==> src/rtl/game_start_controller.sv <==
// Start-switch front end and game sequencer: synchronise/debounce the raw switch,
// run a seconds countdown, then enable and time the game until it ends or is aborted.
module game_start_controller #(
    parameter int DEBOUNCE_CYCLES = 1_000_000,
    parameter int TICK_CYCLES     = 100_000_000,
    parameter int COUNTDOWN_SEC   = 3
) (
    input  logic        clk,
    input  logic        rst_n,
    input  logic        startswt,
    input  logic        game_over,
    output logic        start_db,
    output logic [1:0]  state,
    output logic [3:0]  countdown,
    output logic        start_pulse,
    output logic        run_en,
    output logic [15:0] game_time
);

    localparam int DBW = $clog2(DEBOUNCE_CYCLES + 1);
    localparam int TW  = $clog2(TICK_CYCLES + 1);

    typedef enum logic [1:0] {
        IDLE      = 2'd0,
        COUNTDOWN = 2'd1,
        RUN       = 2'd2,
        OVER      = 2'd3
    } state_t;

    state_t          cur;
    logic            sync1;
    logic            sync2;
    logic [DBW-1:0]  db_cnt;
    logic            start_db_q;
    logic [TW-1:0]   tick_cnt;
    logic            db_rise;
    logic            tick;

    assign state   = cur;
    assign db_rise = start_db & ~start_db_q;
    assign tick    = (tick_cnt == TW'(TICK_CYCLES - 1));

    // The switch is asynchronous to clk, so it passes two flops before anything looks at it.
    always_ff @(posedge clk or negedge rst_n) begin
        if (!rst_n) begin
            sync1 <= 1'b0;
            sync2 <= 1'b0;
        end else begin
            sync1 <= startswt;
            sync2 <= sync1;
        end
    end

    // start_db only follows the synchronised level after it has disagreed for a full window.
    always_ff @(posedge clk or negedge rst_n) begin
        if (!rst_n) begin
            start_db <= 1'b0;
            db_cnt   <= '0;
        end else if (sync2 == start_db) begin
            db_cnt <= '0;
        end else if (db_cnt == DBW'(DEBOUNCE_CYCLES - 1)) begin
            start_db <= ~start_db;
            db_cnt   <= '0;
        end else begin
            db_cnt <= db_cnt + 1'b1;
        end
    end

    // A falling debounced switch always wins; the tick counter restarts on every state entry.
    always_ff @(posedge clk or negedge rst_n) begin
        if (!rst_n) begin
            cur         <= IDLE;
            countdown   <= 4'd0;
            start_pulse <= 1'b0;
            run_en      <= 1'b0;
            game_time   <= 16'd0;
            tick_cnt    <= '0;
            start_db_q  <= 1'b0;
        end else begin
            start_pulse <= 1'b0;
            start_db_q  <= start_db;
            case (cur)
                IDLE: begin
                    if (db_rise) begin
                        cur       <= COUNTDOWN;
                        countdown <= 4'(COUNTDOWN_SEC);
                        tick_cnt  <= '0;
                    end
                end
                COUNTDOWN: begin
                    if (!start_db) begin
                        cur       <= IDLE;
                        countdown <= 4'd0;
                        tick_cnt  <= '0;
                    end else if (tick) begin
                        tick_cnt <= '0;
                        if (countdown > 4'd1) begin
                            countdown <= countdown - 4'd1;
                        end else begin
                            cur         <= RUN;
                            countdown   <= 4'd0;
                            start_pulse <= 1'b1;
                            run_en      <= 1'b1;
                        end
                    end else begin
                        tick_cnt <= tick_cnt + 1'b1;
                    end
                end
                RUN: begin
                    if (!start_db) begin
                        cur       <= IDLE;
                        run_en    <= 1'b0;
                        game_time <= 16'd0;
                        tick_cnt  <= '0;
                    end else begin
                        if (tick) begin
                            tick_cnt <= '0;
                            if (game_time != 16'hFFFF) begin
                                game_time <= game_time + 16'd1;
                            end
                        end else begin
                            tick_cnt <= tick_cnt + 1'b1;
                        end
                        if (game_over) begin
                            cur      <= OVER;
                            run_en   <= 1'b0;
                            tick_cnt <= '0;
                        end
                    end
                end
                OVER: begin
                    if (!start_db) begin
                        cur       <= IDLE;
                        game_time <= 16'd0;
                    end
                end
                default: cur <= IDLE;
            endcase
        end
    end

endmodule

==> config.mk <==
export PLATFORM = sky130hd
export DESIGN_NAME = game_start_controller
export DESIGN_NICKNAME = d
export VERILOG_FILES = /design/src/rtl/game_start_controller.sv
export SDC_FILE = /design/constraint.sdc
export NUM_CORES = 1
export LEC_CHECK = 0
export ABC_CLOCK_PERIOD_IN_PS = 6650
export BUFFER_PORTS_ARGS = -buffer_cell sky130_fd_sc_hd__buf_2
export CORE_MARGIN = 2
export CORE_UTILIZATION = 26
export DETAILED_ROUTE_END_ITERATION = 7
export PLACE_DENSITY_LB_ADDON = 0.15
export SLEW_MARGIN = 10
export SYNTH_ARGS = -nofsm -noshare
export SYNTH_HDL_FRONTEND = slang
export SYNTH_SLANG_ARGS = --single-unit
==> constraint.sdc <==
create_clock -name clk -period 6.65 [get_ports clk]
set_input_delay 0.665 -clock clk [delete_from_list [all_inputs] [get_ports clk]]
set_output_delay 0.665 -clock clk [all_outputs]
set_load 0.02 [all_outputs]
* Word-level counts from Yosys, hierarchy flattened
Cells that the tools add are included.
** Operators by class
- Add/subtract/negate cells :: 4
- Order comparisons :: 1
- Equal/unequal tests :: 17
- Multiplexer cells :: 36
- Bitwise gates (word level) :: 4
- Reduce and logical (&&, ||, !) cells :: 11
** Operator list (count)
- 27-bit two-way mux :: 5
- 27-bit case mux with 3 select lines :: 1
- 16-bit two-way mux :: 4
- 20-bit two-way mux :: 2
- 16-bit case mux with 2 select lines :: 1
- 27-bit by 1-bit adder with 27-bit output (second input constant) :: 1
- 27-bit equality test (second input constant) :: 1
- 20-bit by 1-bit adder with 20-bit output (second input constant) :: 1
- 20-bit equality test (second input constant) :: 1
- 16-bit by 1-bit adder with 16-bit output (second input constant) :: 1
- 4-bit two-way mux :: 4
- 16-bit != test (second input constant) :: 1
- 3-bit != test (second input constant) :: 5
- 2-bit two-way mux :: 7
- 2-bit != test (second input constant) :: 5
- 5-bit AND reduction :: 2
- 1-bit two-way mux :: 9
- 2-bit case mux with 4 select lines :: 1
- 4-bit case mux with 2 select lines :: 1
- 2-bit nonzero test :: 3
- 2-bit equality test (second input constant) :: 2
- 4-bit by 1-bit > comparator with 1-bit output (second input constant) :: 1
- 2-bit AND reduction :: 2
- 4-bit AND reduction :: 1
- 9 further kinds :: 11
** Word-level totals
- Register bits after elaboration :: 75
- Word-level logic and storage cells :: 84

* Logic depth before layout (Yosys ltp)
Gate-level depths: netlist of run 1.
- Depth in word-level cells :: 5
- Mapped depth :: 9
- Mapped depth without buffers :: 8

* Least setup slack after synthesis of run 1
OpenSTA, ideal clock, no wires.
- Path type :: register to register
- Start :: reg cur[0] (netlist: state[0])
- End :: reg game_time[7]
- Data arrival time :: 2207 ps
- Slack :: 4309 ps
- Cell stages (with the launch flop) :: 10
- Path buffers :: 1
- Period minus slack after synthesis :: 2341 ps
- Cell sequence :: dfrtp_1 > inv_1 > ha_1 > clkbuf_1 > nand4_1 > nor2_1 > a221oi_1 > nand2_1 > o21ai_0 > o31ai_2
** Between the ends
- Cells in the longest elaborated chain, start to end :: 3
** Ends and longest elaborated chain
- start, declared :: RTL line 30 : state_t cur;
- start signal, assigned :: RTL line 72 : cur <= IDLE;
- start signal, assigned :: RTL line 85 : cur <= COUNTDOWN;
- start signal, assigned :: RTL line 92 : cur <= IDLE;
- 2-bit equality test :: RTL line 82 : case (cur)
- 3-bit != test (no source line) (tied with other cells)
- 4-bit AND reduction (no source line)
- end signal, assigned :: RTL line 119 : game_time <= game_time + 16'd1;
- end, declared :: RTL line 17 : output logic [15:0] game_time
Several ways; a longest one is shown, not always the timed one.
A chain may end at the register's enable or synchronous reset.

* Final worst setup path of run 1
Ends and elaborated chain as after synthesis.

==> metrics, run 1 <==
status finished, final reports clean; largest net degree at the start of global routing 76; H-tree depth 3; share of layout cells above drive strength 1 11.5%; max_slew headroom 35.3%; total routed wirelength 9.32 mm; Synth Area per Inst 9.17 um2; number of DRC markers in iteration 0 176; DR vias/cell 4.90; Nets 481; Synthesized Nets 454; reg2reg setup slack 4050 ps; clock skew 9.41 ps; post-synthesis adder-cell area fraction 3.42%; clk sinks 75; RSZ-0062 raised after global routing no; Synth Flop Type dfrtp_1; total track usage 12.3%; router iterations before antenna repair 4; top-count cell post-synth nor2_1; Final min period 2600 ps; setup violators final 0; worst setup path start state[0]; Starting Density 26.6%; final routed DRC violation total 0; Final Max Slew Viols 0; die area 16500 um2; maximum vdd drop 0.111 mV; synth-to-layout area growth 16.4%; post-synthesis mux area share 0.249%; library cells used by synthesis 50; I/O Pins 29; antenna violations before repair 0; Core Area 15100 um2; post-synthesis async set-or-reset flop share 100%; WL/cell 14.1 um; Critical-path top delay cell a221oi_1; worst-case clock buffer depth 2; Chip Width 128 um; via count 3231; CP arrival 2820 ps; Post-Syn Instances 439; Resize count post-CTS 0; largest family of logic cells by synthesized area simple AND/OR/NAND/NOR gates; Mapped Area 4030 um2; post-synthesis sequential area ratio 46.6%; Synth Area in XOR/XNOR 10.0%; f_max 384 MHz; PwrDens 216 nW/um2; clk root buf clkbuf_16; # diodes 0; setup TNS 0 ps; post-cts hold buffer count 0; Synth Register Bits 75; Synth Area in Simple Gates 27.0%; Buffers on Ports 28; RR Startpoint state[0]; worst skew pair latency 340 ps; Remaining Overflow, GRT 0; DP Wirelength 6.55 mm; CP max stage delay 640 ps; Setup WS post-layout 4050 ps; DP Worst Slack 4070 ps; top-area cell type share of the netlist area 46.6%; EDFF count, synth 0; CTS tree built; first-pass GRT wire length 16.2 mm; critical path endpoint game_time[7]; Yosys warning count 0; vias in the first global route 3305; final hold vios 0; leak pwr 2.03 nW; die height 128 um; GP Congestion 0.775; total of max-cap violations 0; WP data required 6870 ps; Worst-path clk slew 60 ps; Crit. End Element flop; worst-path fanout max 10; Slew @ Worst Pin 970 ps; synth top area cells dfrtp_1, nor2_1, xnor2_1; top cell type by total area after synthesis dfrtp_1; reg2reg end game_time[7]; crit path launch type flop; Setup CP Type flop to flop; Synth Area in Compound Gates 9.98%; top cells by count, synth nor2_1, dfrtp_1, nand2_1, nand3_1; R2R depth 8; worst path cell trace inv_1 > ha_1 > nand4_1 > nor2_1 > a221oi_1 > nand2_1 > o21ai_0 > o31ai_2; CTS Buf Count 9; Post-CTS Setup Bufs 0; Rows 45; antenna viol nets, final 0; Final period util 39.1%; hold crit path type flop to flop
==> through the flow <==
stage               total power [mW]  std cells  utilization [%]  hold slack (ps)  instance area [um2]
global route                    1.05        659             31.0              398                 4690
CTS                             1.03        659             31.0              385                 4690
global placement               0.485        643             28.8              376                 4360
finish                          1.01        659             31.0              387                 4690
floorplan                      0.472        439                -              331                 4030
detailed placement             0.485        643             28.8              370                 4360
==> how the worst min path moves through the flow <==
stage | from | endpoint | cells after the start
after floorplan | sync1 | sync2 | 0
after global placement | sync1 | sync2 | 0
after detailed placement | sync1 | sync2 | 0
after CTS | sync1 | sync2 | 0
after global routing | sync1 | sync2 | 0
final | sync1 | sync2 | 0
==> worst max-delay path, delay by kind of cell, from the launching register on <==
kind                     cells  cell delay (ps)
AO/OA/AOI/OAI                3             1030
flip-flops                   1              430
adder cells (fa/ha/maj)      1              310
buffers and inverters        1              120
AND/OR/NAND/NOR              3              580
==> power by group <==
group | total [mW] | internal [mW] | leakage (nW) | switching, mW
clock | 0.537 | 0.339 | 0.155 | 0.199
sequential | 0.460 | 0.458 | 1.04 | 0.00144
combinational | 0.0157 | 0.00293 | 0.832 | 0.0128
total | 1.01 | 0.800 | 2.03 | 0.213
==> kinds of logic (layout without fill, tap and decap cells) <==
logic type               Yosys count  count (layout)
flip-flops                        75              75
XOR/XNOR                          46              46
AO/OA/AOI/OAI                     60              60
AND/OR/NAND/NOR                  218             218
adder cells (fa/ha/maj)           11              11
multiplexers                       1               1
buffers and inverters             28              60
==> layer usage <==
| layer | GRT usage (%) | wire [um] | vias up |
|---|---|---|---|
| li1 | - | - | 1590 |
| met1 | 16.3 | 4630 | 1583 |
| met2 | 19.0 | 4150 | 44 |
| met3 | 2.91 | 348 | 14 |
| met4 | 5.69 | 190 | 0 |
| met5 | 0 | 0 | - |
==> flip-flops by register name, indices dropped and copies added, names as in the netlist <==
| signal | flops |
|---|---|
| start_db | 1 |
| sync2 | 1 |
| state | 2 |
| tick_cnt | 27 |
| db_cnt | 20 |
| sync1 | 1 |
| start_pulse | 1 |
| countdown | 4 |
| start_db_q | 1 |
| game_time | 16 |
| run_en | 1 |
==> area by class of cell <==
type / count / area, um2
multi-input combinational: 336 / 2040
clock buffer: 10 / 239
inverter: 14 / 52.6
fill: 1562 / 10500
clock inverter: 6 / 88.8
timing repair buffer: 30 / 158
sequential: 75 / 1880
tap: 188 / 235
==> cell usage in the layout (no fill, tap or decap), types with 3 or more instances in the layout <==
cell / Yosys / layout
nand2b_1: 3 / 3
xnor2_1: 23 / 23
ha_1: 11 / 11
a22o_1: 3 / 3
nor4_1: 7 / 7
nor2_1: 77 / 77
o21ai_1: 3 / 4
dfrtp_1: 75 / 75
and3_1: 5 / 5
and4_1: 7 / 7
buf_4: 0 / 3
or3_1: 3 / 3
clkbuf_16: 0 / 9
nand3_1: 24 / 24
nand2_1: 40 / 40
nor3b_1: 3 / 3
nor2b_1: 3 / 3
nand4_1: 16 / 16
nor3_1: 14 / 14
a21oi_1: 11 / 11
inv_1: 14 / 14
and2_1: 4 / 4
xor2_1: 23 / 23
buf_2: 5 / 27
o21ai_0: 23 / 22
a21o_1: 3 / 3
Note: power is estimated with default switching activity, not from simulation.
==> inputs of run 2 (changes only) <==
--- a/config.mk
+++ b/config.mk
@@ -5,7 +5,8 @@
 export SDC_FILE = /design/constraint.sdc
 export NUM_CORES = 1
 export LEC_CHECK = 0
-export ABC_CLOCK_PERIOD_IN_PS = 6650
+export ABC_AREA = 1
+export ABC_CLOCK_PERIOD_IN_PS = 2600
 export BUFFER_PORTS_ARGS = -buffer_cell sky130_fd_sc_hd__buf_2
 export CORE_MARGIN = 2
 export CORE_UTILIZATION = 26
==> constraint.sdc (replaced) <==
create_clock -name clk -period 2.6 [get_ports clk]
set_input_delay 0.26 -clock clk [delete_from_list [all_inputs] [get_ports clk]]
set_output_delay 0.26 -clock clk [all_outputs]
set_load 0.02 [all_outputs]
==> metrics, run 2 <==
library cells used by synthesis 34; PwrDens 459 nW/um2; top cells by count, synth nand2_1, nor2_1, dfrtp_1, inv_1, nand3_1; crit path launch type flop; setup violators final 0; Largest register FFs 27; share of layout cells above drive strength 1 9.54%; cell mode on critical path nand2_1; router iterations before antenna repair 5; Yosys warning count 0; Post-Syn Instances 675; number of DRC markers in iteration 0 264; Synthesized Nets 690; Slew @ Worst Pin 688 ps; GP Congestion 0.828; top-area cell type share of the netlist area 40.0%; total routed wirelength 11.9 mm; Seq pwr share 47.3%; max_slew headroom 54.2%; first-pass GRT wire length 20.9 mm; synth-to-layout area growth 15.4%; most frequent cells in the layout nand2_1, nor2_1, dfrtp_1, inv_1, nand3_1; Final min period 2140 ps; hold crit path type primary input to flop; WP data required 2870 ps; EDFF count, synth 0; clk root buf clkbuf_16; worst skew pair latency 350 ps; DP Wirelength 8.67 mm; Chip Width 138 um; die height 138 um; total track usage 13.3%; top cell type by total area after synthesis dfrtp_1; Core Util, Final 30.4%; Setup CP Type flop to flop; post-synthesis async set-or-reset flop share 100%; Logic pwr share 1.8%; post-synthesis sequential area ratio 40.0%; Final period util 82.4%; antenna violations before repair 0; Buffers on Ports 28; clock skew 11.7 ps; worst-path fanout max 6; synth top area cells dfrtp_1, nand2_1, nor2_1; antenna viol nets, final 0; clk sinks 75; CTS Buf Count 9; setup TNS 0 ps; Int Pwr 1.95 mW; CP arrival 2410 ps; Critical-path top delay cell dfrtp_1; RSZ-0062 raised after global routing no; I/O Pins 29; worst-case clock buffer depth 2; Final Max Slew Viols 0; # diodes 0; Rows 49; maximum vdd drop 0.271 mV; sw frac 21.7%; Synth Area per Inst 6.96 um2; largest register by flop count tick_cnt; die area 19200 um2; Hold Slack 21.7 ps; CP max stage delay 440 ps; via count 4225; WL/cell 12.6 um; Core Area 17800 um2; top-count cell post-synth nand2_1; clock power share 50.9%; leak pwr 2.42 nW; f_max 467 MHz; Synth Register Bits 75; Synth Flop Type dfrtp_1; most common cell after layout, fill and taps aside nand2_1; vias in the first global route 4204; Remaining Overflow, GRT 0; worst path cell trace inv_1 > ha_1 > nand2_1 > nor2_1 > inv_1 > a21oi_1 > nand2_1 > nand2_1 > nand2_1 > a21oi_1; biggest regs tick_cnt: 27 flops, db_cnt: 20 flops, game_time: 16 flops; largest net degree at the start of global routing 76; Mapped Area 4700 um2; Nets 724; status finished, final reports clean; H-tree depth 3; Crit. End Element flop; final hold vios 0; final routed DRC violation total 0; DR vias/cell 4.49; Starting Density 26.3%; Resize count post-CTS 0; Worst-path clk slew 60 ps; total of max-cap violations 0; CTS tree built; Psw 0.539 mW
-- run 2: power by group through the flow --
stage	clock [mW]	combinational (mW)	sequential (mW)
floorplan	0	0.0119	1.20
global placement	0	0.0478	1.20
detailed placement	0	0.0483	1.20
CTS	1.32	0.0494	1.18
global route	1.37	0.0551	1.18
finish	1.27	0.0458	1.18
-- run 2: logic make-up (layout without fill, tap and decap cells) --
family / Yosys count / after routing / share of synthesized area, %
XOR/XNOR: 25 / 25 / 4.66
AO/OA/AOI/OAI: 41 / 41 / 5.14
adder cells (fa/ha/maj): 11 / 11 / 2.93
buffers and inverters: 89 / 127 / 7.59
flip-flops: 75 / 75 / 40.0
AND/OR/NAND/NOR: 434 / 434 / 39.7
-- run 2: final timing paths --
| check | startpoint | end | slack [ps] | cells after the start |
|---|---|---|---|---|
| worst max-delay path | state[0] | tick_cnt[7] | 460 | 10 |
| worst min-delay path | startswt | sync1 | 20 | 1 |
| worst max register to register | state[0] | tick_cnt[7] | 460 | 10 |
| worst min register to register | sync1 | sync2 | 350 | 0 |
| max in group asynchronous | rst_n | tick_cnt[25] | 1750 | 3 |
| min in group asynchronous | rst_n | tick_cnt[9] | 460 | 3 |
-- run 2: what timing repair did --
| item | CTS | global route |
|---|---|---|
| buffers inserted | 0 | 0 |
| hold buffers | 1 | 0 |
| endpoints found under the hold margin | 75 | 0 |
| endpoints found under the setup margin | 0 | 0 |
-- run 2: routing by layer --
metal | up-vias | global-route usage, % | part of all wire [%]
li1 | 2209 | - | -
met1 | 1943 | 18.3 | 51
met2 | 59 | 20.6 | 45
met3 | 14 | 2.42 | 2.7
met4 | 0 | 5.48 | 1.8
met5 | - | 0 | 0
-- run 2: critical path, delay by kind of cell (launching register included) --
family | cells | cell delay [ps]
AOI/OAI and AO/OA | 2 | 420
adders and majority gates | 1 | 230
buffers and inverters | 2 | 210
DFF | 1 | 440
and+or+nand+nor | 5 | 760
-- run 2: final cells by class --
cell class / count / area, um2
fillers: 1932 / 12400
multi-input cells: 511 / 2460
flip-flops and latches: 75 / 1880
inverters: 77 / 289
well taps: 229 / 287
clock buffers: 11 / 243
repair buffers: 35 / 210
clock inverters: 4 / 51.3
-- run 2: through the flow --
step	cell area, um2	worst slack (ps)	std cells	power [mW]
2_1_floorplan	4700	759	675	1.21
3_3_place_gp	5120	583	926	1.24
3_5_place_dp	5120	446	926	1.25
4_1_cts	5420	436	942	2.54
5_1_grt	5420	227	942	2.60
6_report	5420	457	942	2.49
==> inputs of run 3 (changes only) <==
--- a/config.mk
+++ b/config.mk
@@ -6,7 +6,7 @@
 export NUM_CORES = 1
 export LEC_CHECK = 0
 export ABC_AREA = 1
-export ABC_CLOCK_PERIOD_IN_PS = 2600
+export ABC_CLOCK_PERIOD_IN_PS = 2200
 export BUFFER_PORTS_ARGS = -buffer_cell sky130_fd_sc_hd__buf_2
 export CORE_MARGIN = 2
 export CORE_UTILIZATION = 26
==> constraint.sdc (replaced) <==
create_clock -name clk -period 2.2 [get_ports clk]
set_input_delay 0.22 -clock clk [delete_from_list [all_inputs] [get_ports clk]]
set_output_delay 0.22 -clock clk [all_outputs]
set_load 0.02 [all_outputs]
==> metrics, run 3 (synthesis gave the netlist of run 2 again) <==
cell mode on critical path inv_1; clk sinks 75; max_slew headroom 56.7%; vias in the first global route 4216; share of layout cells above drive strength 1 10.4%; total track usage 13.3%; Post-CTS Setup Bufs 0; Worst-path clk slew 60 ps; synth-to-layout area growth 17.1%; setup violators final 0; Critical-path top delay cell dfrtp_1; worst path cell trace inv_1 > ha_1 > nand2_1 > nor2_1 > inv_1 > a21oi_1 > a21oi_2 > buf_4 > nor3_1; DR vias/cell 4.47; Buffers on Ports 28; crit path launch type flop; number of DRC markers in iteration 0 206; post-cts hold buffer count 2; RSZ-0062 raised after global routing no; I/O Pins 29; clk root buf clkbuf_16; Slew @ Worst Pin 642 ps; Nets 730; H-tree depth 3; # diodes 0; CTS Buf Count 9; PwrDens 563 nW/um2; Core Area 17800 um2; router iterations before antenna repair 4; Largest register FFs 27; CP top delay family simple AND/OR/NAND/NOR gates; Starting Density 26.3%; status finished, final reports clean; clock skew 9.02 ps; largest register by flop count tick_cnt; GP Congestion 0.819; Chip Width 138 um; largest net degree at the start of global routing 43; CP arrival 2180 ps; Setup CP Type flop to flop; worst path bufs/invs 3; Remaining Overflow, GRT 0; die height 138 um; die area 19200 um2; WL/cell 12.6 um; Core Util, Final 30.8%; most common cell after layout, fill and taps aside nand2_1; hold crit path type primary input to flop; CTS tree built; Rows 49; WP data required 2460 ps; maximum vdd drop 0.353 mV; first-pass GRT wire length 20.9 mm; final hold vios 0; f_max 521 MHz; antenna viol nets, final 0; total of max-cap violations 0; CP max stage delay 370 ps; Final Max Slew Viols 0; worst-path fanout max 14; total routed wirelength 11.9 mm; via count 4244; setup TNS 0 ps; leak pwr 2.46 nW; biggest regs tick_cnt: 27 flops, db_cnt: 20 flops, game_time: 16 flops; antenna violations before repair 0; Power Total 3.10 mW; Final min period 1920 ps; Hold Slack 289 ps; worst skew pair latency 350 ps; most frequent cells in the layout nand2_1, nor2_1, dfrtp_1, inv_1, nand3_1; Resize count post-CTS 0; DP Wirelength 8.89 mm; final routed DRC violation total 0; Final period util 87.3%; Crit. End Element flop; worst-case clock buffer depth 2
-- run 3: final timing paths --
kind,start,end,slack [ps],cells after the start
setup reg to reg,state[0],tick_cnt[6],280,9
setup / recovery,state[0],tick_cnt[6],280,9
max in group asynchronous,rst_n,state[1],1210,3
min in group asynchronous,rst_n,tick_cnt[15],380,2
hold reg to reg,sync1,sync2,350,0
hold / removal,game_over,run_en,290,6
-- run 3: tightest hold or removal path, cell delays in order --
cell and delay (ps):
buf_2 100, nor2_1 70, inv_1 70, nand2_1 50, nand2_1 50, nand2_1 40
-- run 3: stage by stage --
step                instance area, um2  instances  worst slack (ps)
global route                      5500        949              57.5
detailed placement                5150        931               288
finish                            5500        949               279
global placement                  5150        931               295
floorplan                         4700        675               359
CTS                               5500        949               275
-- run 3: final cells by class --
class | count | area (um2)
timing repair buffer | 41 | 258
fill | 1951 | 12300
inverter | 77 | 289
tap | 229 | 287
clock buffer | 9 | 225
clock inverter | 7 | 101
sequential | 75 | 1880
multi-input combinational | 511 | 2460
-- run 3: report_power, final --
group,total [mW],switching [mW],internal (mW)
clock network,1.65,0.649,1.00
logic,0.0572,0.0410,0.0162
registers,1.39,0.00364,1.39
total,3.10,0.694,2.40
-- run 3: metal layers --
metal,GRT usage (%),wire length [um]
met5,0,0
met1,18.4,6120
met2,21.0,5360
met3,2.08,224
met4,5.32,234
